**config.mk**
```make
export PLATFORM = sky130hd
export DESIGN_NAME = ars_sm3
export DESIGN_NICKNAME = d
export VERILOG_FILES = /design/src/rtl/sm3_pkg.sv /design/src/rtl/sm3_round.sv /design/src/rtl/ars_sm3.sv
export SDC_FILE = /design/constraint.sdc
export NUM_CORES = 2
export LEC_CHECK = 0
export CAP_MARGIN = 40
export CORE_ASPECT_RATIO = 0.6
export CORE_MARGIN = 2
export CORE_UTILIZATION = 40
export CTS_CLUSTER_DIAMETER = 80
export CTS_CLUSTER_SIZE = 24
export DETAILED_ROUTE_END_ITERATION = 6
export GPL_TIMING_DRIVEN = 0
export HOLD_SLACK_MARGIN = 0.15
export PLACE_DENSITY = 0.61
export REMOVE_ABC_BUFFERS = 1
export SYNTH_ARGS = -nofsm -noshare
export SYNTH_HDL_FRONTEND = slang
export SYNTH_SLANG_ARGS = --single-unit
export TNS_END_PERCENT = 1
```
**constraint.sdc**
```tcl
create_clock -name clk -period 112.2 [get_ports clk]
set_clock_uncertainty 0.2 [all_clocks]
set_input_delay 22.44 -clock clk [delete_from_list [all_inputs] [get_ports clk]]
set_output_delay 22.44 -clock clk [all_outputs]
set_load 0.05 [all_outputs]
```
**src/rtl/sm3_pkg.sv**
```systemverilog
// SM3 shared definitions: FSM state encoding, command codes, round
// constants, initial vector and the small bit-level helpers used by both
// the round datapath and the message schedule.
package sm3_pkg;

  typedef enum logic [2:0] {IDLE, LOAD, COMP, FINAL, READ} state_t;

  localparam logic [2:0] CMD_READ  = 3'b001;
  localparam logic [2:0] CMD_LOAD  = 3'b010;
  localparam logic [2:0] CMD_CHAIN = 3'b110;

  localparam logic [31:0] T_LO = 32'h79CC4519;  // rounds 0-15
  localparam logic [31:0] T_HI = 32'h7A879D8A;  // rounds 16-63

  // Word 0 of V is index 0 (A).
  localparam logic [7:0][31:0] IV = {
    32'hB0FB0E4E, 32'hE38DEE4D, 32'h163138AA, 32'hA96F30BC,
    32'hDA8A0600, 32'h172442D7, 32'h4914B2B9, 32'h7380166F
  };

  function automatic logic [31:0] rotl(input logic [31:0] x, input logic [4:0] n);
    logic [63:0] t;
    t = {x, x} << n;
    return t[63:32];
  endfunction

  function automatic logic [31:0] p0(input logic [31:0] x);
    return x ^ rotl(x, 5'd9) ^ rotl(x, 5'd17);
  endfunction

  function automatic logic [31:0] p1(input logic [31:0] x);
    return x ^ rotl(x, 5'd15) ^ rotl(x, 5'd23);
  endfunction

endpackage

```
**src/rtl/sm3_round.sv**
```systemverilog
// One SM3 compression round, purely combinational.
// Ports:
//   s     - working registers A..H (index 0 = A)
//   wj    - expanded message word Wj
//   wpj   - Wj xor W(j+4)
//   tj    - unrotated round constant for this round's group
//   j     - round index 0..63 (selects boolean functions and Tj rotation)
//   s_nxt - A..H after the round
module sm3_round
  import sm3_pkg::*;
(
  input  logic [7:0][31:0] s,
  input  logic [31:0]      wj,
  input  logic [31:0]      wpj,
  input  logic [31:0]      tj,
  input  logic [5:0]       j,
  output logic [7:0][31:0] s_nxt
);

  logic [31:0] a12, ss1, ss2, ff, gg, tt1, tt2;
  logic        lo;

  always_comb begin
    lo  = (j < 6'd16);
    a12 = rotl(s[0], 5'd12);
    // Tj is rotated by j mod 32, hence only the low five index bits.
    ss1 = rotl(a12 + s[4] + rotl(tj, j[4:0]), 5'd7);
    ss2 = ss1 ^ a12;
    ff  = lo ? (s[0] ^ s[1] ^ s[2])
             : ((s[0] & s[1]) | (s[0] & s[2]) | (s[1] & s[2]));
    gg  = lo ? (s[4] ^ s[5] ^ s[6])
             : ((s[4] & s[5]) | (~s[4] & s[6]));
    tt1 = ff + s[3] + ss2 + wpj;
    tt2 = gg + s[7] + ss1 + wj;
    s_nxt[0] = tt1;
    s_nxt[1] = s[0];
    s_nxt[2] = rotl(s[1], 5'd9);
    s_nxt[3] = s[2];
    s_nxt[4] = p0(tt2);
    s_nxt[5] = s[4];
    s_nxt[6] = rotl(s[5], 5'd19);
    s_nxt[7] = s[6];
  end

endmodule

```
**src/rtl/ars_sm3.sv**
```systemverilog
// SM3 hash core: loads one pre-padded 512-bit block as 16 words, runs 64
// rounds (one per cycle) with a sliding 16-word message schedule, folds the
// result into V, and reads V out word by word.
// Ports:
//   clk, reset    - clock, asynchronous active-high reset
//   din           - message word, sampled during LOAD
//   dout          - digest word during readout (holds V7 afterwards)
//   cmd_i,cmd_w_i - command code and strobe (001 read, 010 load, 110 chain)
//   cmd_o         - {busy, last accepted command}
//   read_counter  - word index during load (0-15) or readout (0-7)
// Build option: define ARS_SM3_CHAIN_EN to let command 110 continue from the
// current V; otherwise 110 behaves as 010 and every block starts from IV.
module ars_sm3
  import sm3_pkg::*;
(
  input  logic        clk,
  input  logic        reset,
  input  logic [31:0] din,
  output logic [31:0] dout,
  input  logic [2:0]  cmd_i,
  input  logic        cmd_w_i,
  output logic [3:0]  cmd_o,
  output logic [3:0]  read_counter
);

  state_t state, state_nxt;

  logic [7:0][31:0]  v;       // chaining value
  logic [7:0][31:0]  r;       // working registers A..H
  logic [7:0][31:0]  r_nxt;
  logic [15:0][31:0] win;     // win[0] is Wj for the current round
  logic [31:0]       wnew;
  logic [5:0]        rnd;
  logic [2:0]        ridx;
  logic [2:0]        last_cmd;
  logic              accept, is_read, is_load, from_iv;
  logic [31:0]       tj;

  // State register
  always_ff @(posedge clk or posedge reset) begin
    if (reset) state <= IDLE;
    else       state <= state_nxt;
  end

  // Next-state logic
  always_comb begin
    state_nxt = state;
    unique case (state)
      IDLE:  if (accept) state_nxt = is_read ? READ : LOAD;
      LOAD:  if (read_counter == 4'd15) state_nxt = COMP;
      COMP:  if (rnd == 6'd63) state_nxt = FINAL;
      FINAL: state_nxt = IDLE;
      READ:  if (ridx == 3'd7) state_nxt = IDLE;
      default: state_nxt = IDLE;
    endcase
  end

  // Output / control decode
  always_comb begin
    is_read = (cmd_i == CMD_READ);
    is_load = (cmd_i == CMD_LOAD) || (cmd_i == CMD_CHAIN);
    accept  = cmd_w_i && (state == IDLE) && (is_read || is_load);
`ifdef ARS_SM3_CHAIN_EN
    from_iv = (cmd_i == CMD_LOAD);
`else
    from_iv = is_load;
`endif
    tj    = (rnd < 6'd16) ? T_LO : T_HI;
    cmd_o = {state != IDLE, last_cmd};
  end

  // Next schedule word W(j+16) from the window holding Wj..W(j+15).
  assign wnew = p1(win[0] ^ win[7] ^ rotl(win[13], 5'd15))
              ^ rotl(win[3], 5'd7) ^ win[10];

  sm3_round u_round (
    .s     (r),
    .wj    (win[0]),
    .wpj   (win[0] ^ win[4]),
    .tj    (tj),
    .j     (rnd),
    .s_nxt (r_nxt)
  );

  // Datapath
  always_ff @(posedge clk or posedge reset) begin
    if (reset) begin
      v            <= IV;
      r            <= '0;
      win          <= '0;
      rnd          <= '0;
      ridx         <= '0;
      read_counter <= '0;
      dout         <= '0;
      last_cmd     <= '0;
    end else begin
      unique case (state)
        IDLE: if (accept) begin
          last_cmd     <= cmd_i;
          read_counter <= '0;
          ridx         <= '0;
          if (from_iv) v <= IV;
        end
        LOAD: begin
          win          <= {din, win[15:1]};
          read_counter <= read_counter + 4'd1;  // wraps to 0 after W15
          if (read_counter == 4'd15) begin
            r   <= v;
            rnd <= '0;
          end
        end
        COMP: begin
          r   <= r_nxt;
          win <= {wnew, win[15:1]};
          rnd <= rnd + 6'd1;
        end
        FINAL: v <= v ^ r;
        READ: begin
          dout         <= v[ridx];
          read_counter <= {1'b0, ridx};
          ridx         <= ridx + 3'd1;
        end
        default: ;
      endcase
    end
  end

endmodule

```
==> impl_metrics.json <==
{
  "multi_input_area_um2": 30600,
  "cts_tree": "built",
  "worst_setup_path_end_kind": "output pin",
  "initial_utilization_pct": 40.5,
  "firstDrtPassIters": 6,
  "min-delay-start": "win[160]",
  "fin_setup_tns_ps": 0,
  "r2r-start": "rnd[4]",
  "drc": 0,
  "grt_antenna_before_repair": 10,
  "vias": 46997,
  "r2r-end": "r[19]",
  "synth-seq-cells": 1075,
  "ys.flop_type": "dfrtp_1",
  "synth-edff-count": 0,
  "avgViaCountPerCell": 5.46,
  "grt_max_degree": 123,
  "gp_congestion": 1.00,
  "cts_resized": 0,
  "final_nets": 6891,
  "synth_cell_types": 77,
  "grt_pass1_wl_um": 303000,
  "seq_area_um2": 27100,
  "overflow": 0,
  "status": "completed",
  "clkTransAtPathRegs_ps": 110,
  "cts_buffer_depth": 3,
  "post_cts_buffers": 0,
  "first_global_vias": 43168,
  "clkSinkCount": 1075,
  "post-route-min-period_ps": 25220,
  "synth_async_sr_flop_share_pct": 100,
  "start_kind": "register",
  "cts-root-buf": "clkbuf_16",
  "die_y_um": 304,
  "ff2ff_path_depth": 41,
  "die_w_um": 503,
  "wl_per_cell_um": 23.9,
  "synth_area_leaders": "dfrtp_1, nand2_1, fa_1, dfstp_2, xor2_1",
  "dr_wl_met3_um": 24200,
  "area_delta_synth_final_pct": 9.19,
  "syn_inst": 6721,
  "crit_required_ps": 89560,
  "slew_violations": 0,
  "gr-usage-all-layers_pct": 26.9,
  "cp.arrival_ps": 2580,
  "wl_met2_um": 77000,
  "min_path_cells": 2,
  "ctsHtreeMaxLevel": 2,
  "synth_top_area_share_pct": 40.0,
  "cts_inserted_buffers": 53,
  "rsz0062_at_grt": "false",
  "hold_violations": 0,
  "portBuffers": 77,
  "ys_seq_area_share_pct": 45.2,
  "hp-class": "register to register",
  "postCtsHoldBufs": 0,
  "wl_met1_um": 102000,
  "drt_iter0_drc": 6312,
  "synth.largest_area_cell": "dfrtp_1",
  "fillers": 14246,
  "wl_um": 206000,
  "cp_max_fo": 13,
  "clock_latency_ps": 730,
  "worst-setup-path-type": "register to output pin",
  "maxCapViolations": 0,
  "synth_most_common_cell": "nand2_1",
  "rows": 109,
  "setup_viol": 0,
  "synth_warnings": 0,
  "synth_commonest_cells": "nand2_1, dfrtp_1, nor2_1, xor2_1, clkbuf_1",
  "r2r_setup_slack_ps": 98750,
  "io_pins": 78,
  "hold_path_end": "win[128]",
  "coreArea_um2": 148000,
  "relSlewSlack_pct": 32.4,
  "hpwl_um": 154000,
  "synth_area_per_cell_um2": 8.90,
  "worst_pin_slew_ps": 1010,
  "antenna_left": 0,
  "fmax_mhz": 39.7,
  "synth_area_um2": 59800,
  "die-area_um2": 153000,
  "fin_crit_sh_pct": 22.5,
  "highest_layer": "met5",
  "drive_gt1_share_pct": 6.04
}
[critical path, stage by stage (launching register included)]
cell and delay [ps]:
dfrtp_1 540, nor3_1 450, inv_1 160, clkdlybuf4s50_1 730
[cells in the final DEF (no fill, tap or decap), types with 9 or more instances in the layout]
cell type        Yosys  final
clkdlybuf4s50_1      0     77
nand2_1           2300   2297
dfstp_2            119    119
nand3_1             64     64
clkbuf_16            0     53
o22ai_1            108    108
o21a_1              15     15
buf_12               0     30
o21ai_0            201    201
mux2_2               9      9
a21o_1              42     42
xnor2_1            302    302
ha_1               102    102
a31oi_1            150    150
inv_1              208    207
a21oi_1            176    176
o211ai_1             9      9
mux4_2              64     64
nor3_1              51     51
xnor3_1              9      9
xor2_1             352    352
clkbuf_1           341     35
mux2i_1             86     86
buf_16               0     42
a211oi_1            17     17
o31ai_1             10     10
a22oi_1             25     25
buf_4                0     25
dfrtp_1            956    951
fa_1               188    188
nor2_1             584    581
o21bai_1            18     18
and3_1              25     24
[routing by layer]
| metal | global-route usage [%] | up-vias |
|---|---|---|
| met5 | 0 | - |
| met4 | 3.52 | 10 |
| met3 | 8.89 | 154 |
| met2 | 34.0 | 1771 |
| met1 | 44.2 | 23720 |
| li1 | - | 21342 |
[through the flow]
step	utilization, %	hold WS [ps]	setup slack [ps]	area [um^2]	cells
finish	44.2	247	86980	65300	8609
global placement	41.7	248	45560	61600	8401
CTS	44.1	252	86960	65300	8597
floorplan	-	239	59490	58400	6326
detailed placement	43.1	249	86800	63700	8498
global route	44.2	285	86900	65300	8605
[flip-flops by register name, summed over array words and instances (netlist names)]
signal / count
win: 512
last_cmd: 3
v: 256
read_counter: 4
ridx: 3
rnd: 6
dout: 32
state: 3
r: 256
[how the worst max path moves through the flow]
stage	slack [ps]	endpoint	startpoint	cells after the start
after floorplan	59490	dout[0]	reset	1
after CTS	86960	cmd_o[3]	state[0]	3
after detailed placement	86800	win[361]	reset	5
after global placement	45560	read_counter[0]	reset	2
after global routing	86900	cmd_o[3]	state[0]	3
final	86980	cmd_o[3]	state[0]	3
[layout make-up]
cell class | count | area share (%)
Multi-Input combinational cell | 5037 | 46.8
Sequential cell | 1075 | 41.4
Timing Repair Buffer | 182 | 4.24
Tap cell | 1998 | 3.83
Clock buffer | 88 | 2.23
Inverter | 214 | 1.25
Clock inverter | 11 | 0.216
Antenna cell | 4 | 0.0153
[logic make-up (layout without fill, tap and decap cells)]
group	count (synthesis)	after routing	synth area share, %
simple gates	3082	3082	20.0
compound gates	843	843	8.64
other cells	0	4	0
buf+inv	609	495	3.82
mux	159	159	4.02
xor+xnor	663	663	9.91
fa+ha+maj	290	290	8.42
flops	1075	1075	45.2
Power is not shown: default switching activity piles up to over one toggle a cycle in this logic, so the estimate is an artifact.
